--- config.mk ---
export PLATFORM = sky130hd
export DESIGN_NAME = uart_pro_tx_flat
export DESIGN_NICKNAME = d
export VERILOG_FILES = /design/src/rtl/uart_pro_tx_if.sv /design/src/rtl/uart_pro_tx.sv /design/src/flat_wrapper.sv
export SDC_FILE = /design/constraint.sdc
export NUM_CORES = 1
export LEC_CHECK = 0
export BUFFER_PORTS_ARGS = -buffer_cell sky130_fd_sc_hd__buf_2
export CAP_MARGIN = 20
export CORE_ASPECT_RATIO = 1.2
export CORE_MARGIN = 8
export CORE_UTILIZATION = 45
export DETAILED_ROUTE_END_ITERATION = 10
export GPL_TIMING_DRIVEN = 0
export PLACE_DENSITY = 0.66
export SYNTH_ARGS = -nofsm -noshare
export SYNTH_HDL_FRONTEND = slang
export SYNTH_SLANG_ARGS = --single-unit
--- constraint.sdc ---
create_clock -name CLK -period 2.9 [get_ports CLK]
set_input_delay 0.435 -clock CLK [delete_from_list [all_inputs] [get_ports CLK]]
set_output_delay 0.435 -clock CLK [all_outputs]
set_load 0.005 [all_outputs]
--- src/rtl/uart_pro_tx_if.sv ---
// Response-formatter interface: request side (parser) and byte-transmitter side.
// REQ_* and TX_DONE are single-cycle pulses; TX_START strobes for one cycle and TX_DATA stays valid until the matching TX_DONE.
interface uart_pro_tx_if;
    logic        REQ_READ;
    logic        REQ_WRITE;
    logic        REQ_FAIL;
    logic [15:0] REQ_ADDR;
    logic [31:0] RD_DATA;
    logic        TX_DONE;
    logic [7:0]  TX_DATA;
    logic        TX_START;
    logic        BUSY;
    logic        FRAME_DONE;
    logic        TIMEOUT_ERR;

    modport master (
        output REQ_READ, REQ_WRITE, REQ_FAIL, REQ_ADDR, RD_DATA, TX_DONE,
        input  TX_DATA, TX_START, BUSY, FRAME_DONE, TIMEOUT_ERR
    );

    modport slave (
        input  REQ_READ, REQ_WRITE, REQ_FAIL, REQ_ADDR, RD_DATA, TX_DONE,
        output TX_DATA, TX_START, BUSY, FRAME_DONE, TIMEOUT_ERR
    );
endinterface

--- src/rtl/uart_pro_tx.sv ---
// ASCII response formatter: builds a read/OK/ER frame on request and feeds it
// byte by byte to the UART transmitter with a start/done handshake and timeout.
module uart_pro_tx #(
    parameter logic [15:0] DONE_TIMEOUT = 16'd50000
) (
    input  logic          CLK,
    input  logic          RST,
    uart_pro_tx_if.slave  bus,
    output logic [1:0]    fsm_state
);
    typedef enum logic [1:0] {IDLE = 2'd0, SEND = 2'd1, WAIT = 2'd2, FINISH = 2'd3} state_t;

    state_t         state;
    logic [119:0]   frame;
    logic [3:0]     count;
    logic [15:0]    tcnt;
    logic [7:0]     tx_data;
    logic           tx_start;
    logic           busy;
    logic           frame_done;
    logic           timeout_err;

    logic           accept;
    logic [119:0]   sel_frame;
    logic [3:0]     sel_count;

    function automatic logic [7:0] hex(input logic [3:0] n);
        return (n < 4'd10) ? (8'h30 + {4'h0, n}) : (8'h37 + {4'h0, n});
    endfunction

    // Frames are left-justified so the byte on the wire is always frame[119:112].
    always_comb begin
        accept    = bus.REQ_FAIL | bus.REQ_READ | bus.REQ_WRITE;
        sel_frame = {32'h4F4B0D0A, 88'h0};
        sel_count = 4'd4;
        if (bus.REQ_FAIL) begin
            sel_frame = {32'h45520D0A, 88'h0};
            sel_count = 4'd4;
        end else if (bus.REQ_READ) begin
            sel_frame = {8'h44, 8'h20, bus.REQ_ADDR, 8'h20,
                         hex(bus.RD_DATA[31:28]), hex(bus.RD_DATA[27:24]),
                         hex(bus.RD_DATA[23:20]), hex(bus.RD_DATA[19:16]),
                         hex(bus.RD_DATA[15:12]), hex(bus.RD_DATA[11:8]),
                         hex(bus.RD_DATA[7:4]),   hex(bus.RD_DATA[3:0]),
                         8'h0D, 8'h0A};
            sel_count = 4'd15;
        end
    end

    always_ff @(posedge CLK or negedge RST) begin
        if (!RST) begin
            state       <= IDLE;
            frame       <= '0;
            count       <= '0;
            tcnt        <= '0;
            tx_data     <= 8'h00;
            tx_start    <= 1'b0;
            busy        <= 1'b0;
            frame_done  <= 1'b0;
            timeout_err <= 1'b0;
        end else begin
            tx_start    <= 1'b0;
            frame_done  <= 1'b0;
            timeout_err <= 1'b0;
            case (state)
                IDLE: begin
                    if (accept) begin
                        frame    <= sel_frame;
                        count    <= sel_count;
                        tx_data  <= sel_frame[119:112];
                        tx_start <= 1'b1;
                        busy     <= 1'b1;
                        state    <= SEND;
                    end
                end
                SEND: begin
                    tcnt  <= '0;
                    state <= WAIT;
                end
                WAIT: begin
                    // TX_DONE on the last allowed cycle still wins over the abort.
                    if (bus.TX_DONE) begin
                        frame <= frame << 8;
                        count <= count - 4'd1;
                        if (count > 4'd1) begin
                            tx_data  <= frame[111:104];
                            tx_start <= 1'b1;
                            state    <= SEND;
                        end else begin
                            state <= FINISH;
                        end
                    end else if (tcnt == DONE_TIMEOUT - 16'd1) begin
                        timeout_err <= 1'b1;
                        busy        <= 1'b0;
                        frame       <= '0;
                        count       <= '0;
                        state       <= IDLE;
                    end else begin
                        tcnt <= tcnt + 16'd1;
                    end
                end
                FINISH: begin
                    frame_done <= 1'b1;
                    busy       <= 1'b0;
                    state      <= IDLE;
                end
                default: state <= IDLE;
            endcase
        end
    end

    assign bus.TX_DATA     = tx_data;
    assign bus.TX_START    = tx_start;
    assign bus.BUSY        = busy;
    assign bus.FRAME_DONE  = frame_done;
    assign bus.TIMEOUT_ERR = timeout_err;
    assign fsm_state       = state;
endmodule

--- src/flat_wrapper.sv ---
// flat-port wrapper written by rule: the top's interface ports become plain ports
module uart_pro_tx_flat 
#(
    parameter logic [15:0] DONE_TIMEOUT = 16'd50000
)
  (CLK, RST, fsm_state, bus_REQ_READ, bus_REQ_WRITE, bus_REQ_FAIL, bus_REQ_ADDR, bus_RD_DATA, bus_TX_DONE, bus_TX_DATA, bus_TX_START, bus_BUSY, bus_FRAME_DONE, bus_TIMEOUT_ERR);
  uart_pro_tx_if bus_i ();
  input  logic CLK;
  input  logic RST;
  output logic [1:0] fsm_state;
  input wire logic [$bits(bus_i.REQ_READ)-1:0] bus_REQ_READ;
  input wire logic [$bits(bus_i.REQ_WRITE)-1:0] bus_REQ_WRITE;
  input wire logic [$bits(bus_i.REQ_FAIL)-1:0] bus_REQ_FAIL;
  input wire logic [$bits(bus_i.REQ_ADDR)-1:0] bus_REQ_ADDR;
  input wire logic [$bits(bus_i.RD_DATA)-1:0] bus_RD_DATA;
  input wire logic [$bits(bus_i.TX_DONE)-1:0] bus_TX_DONE;
  output wire logic [$bits(bus_i.TX_DATA)-1:0] bus_TX_DATA;
  output wire logic [$bits(bus_i.TX_START)-1:0] bus_TX_START;
  output wire logic [$bits(bus_i.BUSY)-1:0] bus_BUSY;
  output wire logic [$bits(bus_i.FRAME_DONE)-1:0] bus_FRAME_DONE;
  output wire logic [$bits(bus_i.TIMEOUT_ERR)-1:0] bus_TIMEOUT_ERR;
  assign bus_i.REQ_READ = bus_REQ_READ;
  assign bus_i.REQ_WRITE = bus_REQ_WRITE;
  assign bus_i.REQ_FAIL = bus_REQ_FAIL;
  assign bus_i.REQ_ADDR = bus_REQ_ADDR;
  assign bus_i.RD_DATA = bus_RD_DATA;
  assign bus_i.TX_DONE = bus_TX_DONE;
  assign bus_TX_DATA = bus_i.TX_DATA;
  assign bus_TX_START = bus_i.TX_START;
  assign bus_BUSY = bus_i.BUSY;
  assign bus_FRAME_DONE = bus_i.FRAME_DONE;
  assign bus_TIMEOUT_ERR = bus_i.TIMEOUT_ERR;
  uart_pro_tx #(.DONE_TIMEOUT(DONE_TIMEOUT)) u_core (.CLK(CLK), .RST(RST), .bus(bus_i), .fsm_state(fsm_state));
endmodule
==> results_dict.tcl, run 1 <==
set metrics [dict create \
    syn2layout_area_growth_pct 18.70 \
    drt_first_pass_iters 5 \
    grtUsageTotal_pct 20.24 \
    synth_seq_cells 124 \
    timing.final.crit_share_pct 87.31 \
    pin_count 68 \
    syn_inst 618 \
    seq_area_um2 3103 \
    worstPathBufferInverterCount 3 \
    p_per_area_nw_per_um2 916.3 \
    required_ns 3.24 \
    yosysSeqAreaShare_pct 50.30 \
    grt_antenna_before_repair 0 \
    dieArea_um2 17730 \
    port-buffer-count 66 \
    period_minus_slack_ns 2.532 \
    ir_drop_v 0.0005600 \
    leakagePower_nw 3.296 \
    layout_commonest_cell "dfrtp_1" \
    dpl.hpwl_um 12050 \
    layout_common_cells "dfrtp_1, o21ai_0, buf_2, nor2_1, inv_1" \
    cp_max_fo 10 \
    via_per_inst 6.010 \
    worst_clock_skew_ns 0.008502 \
    path_cells "nor2b_1, clkbuf_1, nor2_1, clkbuf_1, clkbuf_1, a22oi_1, o21ai_0" \
    synthArstFlopShare_pct 100.0 \
    critPathCaptureType "register" \
    cts_root_buf "clkbuf_16" \
    synth_edf_count 0 \
    worst_slew_pin_slew_ns 0.8585 \
    diodes 0 \
    clockBufferDepth 2 \
    drc 0 \
    synth_area_per_cell_um2 9.981 \
    yosys_warnings 0 \
    cpLargestDelayFamily "buffers and inverters" \
    fillers 1211 \
    final_max_slew_viol_count 0 \
    max_stage_delay_ns 0.55 \
    setup_viol 0 \
    crit_path_frequent_cell "clkbuf_1" \
    hold_viol_final 0 \
    ys_types 57 \
    routed_wl_um 17060 \
    ant_nets 0 \
    critPathSlowestCell "clkbuf_1" \
    clk_pin_slew_ns 0.05 \
    start_kind "register" \
    path_class "reg2reg" \
    clk_latency_ns 0.42 \
    drt_iter0_markers 494 \
    layout.nets 770 \
    dp_cells 856 \
    wire_per_inst_um 19.25 \
    core_um2 13580 \
    instances_no_fill 886 \
    synth_ff_type "dfrtp_1" \
    grt_start_max_net_pins 91 \
    die_y_um 144.3 \
    grt_pass1_wl_um 27740 \
    rsz0062_at_grt "false" \
    clock-sinks 124 \
    grt_pass1_vias 5312 \
    rows 47 \
    drive_gt1_share_pct 16.08 \
    critPathArrivalTime_ns 2.87 \
    hold_class "in2reg" \
    fp.dieW_um 122.9 \
    max-cap-violations 0 \
    syn-num-nets 683 \
    gp_congestion 0.8573 \
    cts_made_buffers 17 \
    start_util_pct 45.41 \
    tritoncts "yes" \
    status "finished clean" \
    fmax_ghz 0.3950 \
    multi_input_area_um2 2700 \
    total_power_mw 6.709 \
    synth_area_um2 6168 \
    relSlewSlack_pct 42.45 \
    cts_resized 0 \
    overflow 0 \
    h-tree-depth 4 \
    vias 5325 \
]
[per-layer routing]
| metal | up-vias | part of all wire (%) | track usage, % |
|---|---|---|---|
| li1 | 2465 | - | - |
| met1 | 2641 | 44 | 26.44 |
| met2 | 190 | 48 | 32.10 |
| met3 | 29 | 5.6 | 4.453 |
| met4 | 0 | 2.3 | 7.519 |
| met5 | - | 0 | 0 |
[logic make-up after synthesis]
group	Yosys count	share of synthesized area, %
AO/OA/AOI/OAI	235	25.88
AND/OR/NAND/NOR	134	11.64
flip-flops	124	50.30
buffers and inverters	88	5.923
multiplexers	14	2.312
XOR/XNOR	12	1.704
adder cells (fa/ha/maj)	11	2.231
[sequential cells by signal, indices dropped and copies added (netlist names)]
signal,count
u_core.tcnt,16
u_core.bus.BUSY,1
u_core.bus.FRAME_DONE,1
u_core.bus.TX_START,1
u_core.bus.TIMEOUT_ERR,1
u_core.fsm_state,2
u_core.frame,90
u_core.count,4
u_core.bus.TX_DATA,8
[final cells by class]
cell class,count,area share (%)
flip-flops and latches,124,42.38
multi-input cells,406,36.88
clock buffers,22,6.476
repair buffers,68,5.109
well taps,171,2.922
plain buffers,45,2.785
inverters,43,2.204
clock inverters,7,1.247
[repair_timing]
action | CTS | global route
endpoints found under the hold margin | 34 | 0
hold buffers | 1 | 0
buffers inserted | 0 | 0
[synth_stat cells (all sizes together) (3+ instances only)]
| cell type | instances | area share, % |
|---|---|---|
| dfrtp | 124 | 50 |
| o21ai | 91 | 7.4 |
| nor2 | 46 | 2.8 |
| inv | 43 | 2.6 |
| a221o | 34 | 5.5 |
| clkbuf | 31 | 1.9 |
| a21oi | 28 | 2.3 |
| a22oi | 22 | 2.7 |
| nand2 | 18 | 1.1 |
| buf | 14 | 1.4 |
| a22o | 12 | 1.7 |
| mux2i | 12 | 1.9 |
| nor3 | 12 | 1.1 |
| ha | 11 | 2.2 |
| nor2b | 11 | 1.1 |
| xnor2 | 11 | 1.6 |
| nand3 | 8 | 0.65 |
| a211oi | 6 | 0.73 |
| a2bb2oi | 6 | 0.85 |
| a32oi | 6 | 0.85 |
| nand4 | 6 | 0.61 |
| a21boi | 5 | 0.61 |
| a31oi | 5 | 0.51 |
| and4 | 5 | 0.71 |
| nand2b | 5 | 0.51 |
| o31ai | 5 | 0.61 |
| nor4b | 4 | 0.91 |
| or3 | 4 | 0.41 |
| a21o | 3 | 0.37 |
| or2 | 3 | 0.30 |
[path summary, 6_finish.rpt]
kind                                                 startpoint  depth (start not counted)  slack, ns                            end
worst min register to register     u_core.frame[75]$_DFFE_PN0P_                          1       0.48   u_core.frame[83]$_DFFE_PN0P_
worst max register to register  u_core.fsm_state[1]$_DFFE_PN0P_                          7       0.37   u_core.frame[53]$_DFFE_PN0P_
min in group asynchronous                                   RST                          2       0.47    u_core.tcnt[15]$_DFFE_PN0P_
worst min-delay path                            bus_REQ_ADDR[7]                          2       0.24   u_core.frame[95]$_DFFE_PN0P_
worst max-delay path            u_core.fsm_state[1]$_DFFE_PN0P_                          7       0.37   u_core.frame[53]$_DFFE_PN0P_
max in group asynchronous                                   RST                          3       1.67  u_core.frame[111]$_DFFE_PN0P_
[through the flow]
| step | TNS [ns] | instance area, µm² | hold WS (ns) | worst slack, ns | utilization (%) |
|---|---|---|---|---|---|
| floorplan | 0 | 6168 | 0.1394 | 0.8448 | - |
| global placement | -23.28 | 6713 | 0.4750 | -0.2012 | 49.42 |
| detailed placement | 0 | 6746 | 0.3505 | 0.2925 | 49.66 |
| CTS | 0 | 7322 | 0.2201 | 0.4173 | 53.90 |
| global route | 0 | 7322 | 0.2479 | 0.2308 | 53.90 |
| finish | 0 | 7322 | 0.2357 | 0.3680 | 53.90 |
[power by group]
group	total, mW	leakage (nW)	switching, mW	internal, mW
Combinational	1.99	1.37	1.23	0.762
Clock	2.06	0.278	0.747	1.31
Sequential	2.66	1.65	0.371	2.28
Power figures use the tool's default switching activity.
==> run 2: changes to the inputs <==
--- a/config.mk
+++ b/config.mk
@@ -7,7 +7,7 @@
 export LEC_CHECK = 0
 export BUFFER_PORTS_ARGS = -buffer_cell sky130_fd_sc_hd__buf_2
 export CAP_MARGIN = 20
-export CORE_ASPECT_RATIO = 1.2
+export CORE_ASPECT_RATIO = 0.75
 export CORE_MARGIN = 8
 export CORE_UTILIZATION = 45
 export DETAILED_ROUTE_END_ITERATION = 10
==> results_dict.tcl, run 2 (same netlist as run 1, synthesis figures left out) <==
set metrics [dict create \
    drc 0 \
    grtUsageTotal_pct 19.97 \
    pin_count 68 \
    path_class "reg2reg" \
    place_area_um2 6751 \
    cts_made_buffers 17 \
    status "finished clean" \
    hold_viol_final 0 \
    clk_latency_ns 0.42 \
    hold_class "in2reg" \
    setup_viol 0 \
    worst_slew_pin_slew_ns 1.031 \
    ff2ff_path_depth 7 \
    core_um2 13560 \
    rsz0062_at_grt "false" \
    clockBufferDepth 2 \
    diodes 0 \
    layout_commonest_cell "dfrtp_1" \
    critPathArrivalTime_ns 2.81 \
    required_ns 3.24 \
    start_util_pct 45.48 \
    leakagePower_nw 3.323 \
    dieArea_um2 17750 \
    cts_setup_buffers 0 \
    clk_pin_slew_ns 0.05 \
    tritoncts "yes" \
    cp_max_fo 10 \
    reg2reg_to "u_core.frame[53]$_DFFE_PN0P_" \
    hold_start "bus_REQ_ADDR[7]" \
    layout_common_cells "dfrtp_1, o21ai_0, buf_2, nor2_1, inv_1" \
    dpl.hpwl_um 12200 \
    fin_area_um2 7381 \
    r2r_setup_slack_ns 0.43 \
    fmax_ghz 0.4051 \
    routed_wl_um 17080 \
    grt_pass1_wl_um 27900 \
    drt_first_pass_iters 5 \
    cts_root_buf "clkbuf_16" \
    worst_clock_skew_ns 0.008377 \
    vias 5382 \
    start_kind "register" \
    ir_drop_v 0.0005202 \
    final_max_slew_viol_count 0 \
    top_register "u_core.frame" \
    rows 37 \
    wire_per_inst_um 19.16 \
    holdBufCountCts 1 \
    largest_reg_flops 90 \
    gp_congestion 0.8503 \
    grt_pass1_vias 5258 \
    overflow 0 \
    die_y_um 117.4 \
    relSlewSlack_pct 30.90 \
    grt_antenna_before_repair 0 \
    drt_iter0_markers 528 \
    port-buffer-count 66 \
    r2r_start "u_core.fsm_state[1]$_DFFE_PN0P_" \
    p_per_area_nw_per_um2 932.9 \
    syn2layout_area_growth_pct 19.66 \
    whs_endpoint "u_core.frame[95]$_DFFE_PN0P_" \
    cts_resized 0 \
    grt_start_max_net_pins 75 \
    clock-sinks 124 \
    timing.final.crit_share_pct 85.12 \
    ant_nets 0 \
    via_per_inst 6.040 \
    h-tree-depth 4 \
    fp.dieW_um 151.2 \
    layout.nets 770 \
    total_power_mw 6.886 \
    period_minus_slack_ns 2.469 \
    hold_depth 2 \
    max-cap-violations 0 \
    drive_gt1_share_pct 16.34 \
    critPathCaptureType "register" \
]
## run 2: cell count changes in the layout (fill, tap and decap cells not counted)
cell,previous run,this run
bufinv_16,2,3
clkbuf_1,33,32
clkinv_4,1,0
clkinv_2,3,2
clkbuf_8,3,6
## run 2: layout make-up
cell class                 instances  area [µm²]
fill                            1209        6183
sequential                       124        3103
multi-input combinational        406        2700
clock buffer                      24       511.7
timing repair buffer              68       374.1
tap                              175       219.0
buffer                            45       203.9
inverter                          43       161.4
clock inverter                     6       107.6
## run 2: worst max path at each step
stage                                          startpoint                            end  slack, ns  depth (start not counted)
after floorplan                               bus_TX_DONE     u_core.tcnt[9]$_DFFE_PN0P_       0.84                          7
after global placement                                RST  u_core.frame[102]$_DFFE_PN0P_      -0.28                          1
after detailed placement                     bus_REQ_FAIL   u_core.frame[78]$_DFFE_PN0P_       0.25                          8
after CTS                      u_core.tcnt[0]$_DFFE_PN0P_   u_core.frame[97]$_DFFE_PN0P_       0.45                          7
after global routing           u_core.tcnt[0]$_DFFE_PN0P_   u_core.frame[97]$_DFFE_PN0P_       0.24                          7
final                     u_core.fsm_state[1]$_DFFE_PN0P_   u_core.frame[53]$_DFFE_PN0P_       0.43                          7
## run 2: worst max-delay path: stages, from the launching register on
cell	delay [ns]
dfrtp_1	0.43
nor2b_1	0.15
clkbuf_1	0.23
nor2_1	0.23
clkbuf_1	0.52
clkbuf_1	0.50
a22oi_1	0.15
o21ai_0	0.18
## run 2: through the flow
| stage | hold slack [ns] | instances | setup WS, ns | util [%] | TNS [ns] |
|---|---|---|---|---|---|
| 2_1_floorplan | 0.1394 | 618 | 0.8448 | - | 0 |
| 3_5_place_dp | 0.4142 | 860 | 0.2488 | 49.77 | 0 |
| 4_1_cts | 0.2165 | 891 | 0.4470 | 54.41 | 0 |
| 6_report | 0.2293 | 891 | 0.4314 | 54.41 | 0 |
| 5_1_grt | 0.2151 | 891 | 0.2411 | 54.41 | 0 |
| 3_3_place_gp | 0.4753 | 859 | -0.2827 | 49.53 | -34.30 |
## run 2: routing by layer
layer  track usage [%]  up-vias  share of wire [%]
li1                  -     2462                  -
met5                 0        -                  0
met4             6.601        0                1.4
met2             28.27      222                 44
met1             28.75     2676                 47
met3             5.340       22                7.2
## run 2: power by group
| part | switching, mW | internal (mW) |
|---|---|---|
| clock | 0.743 | 1.47 |
| sequential | 0.370 | 2.29 |
| combinational | 1.25 | 0.762 |
| total | 2.36 | 4.52 |
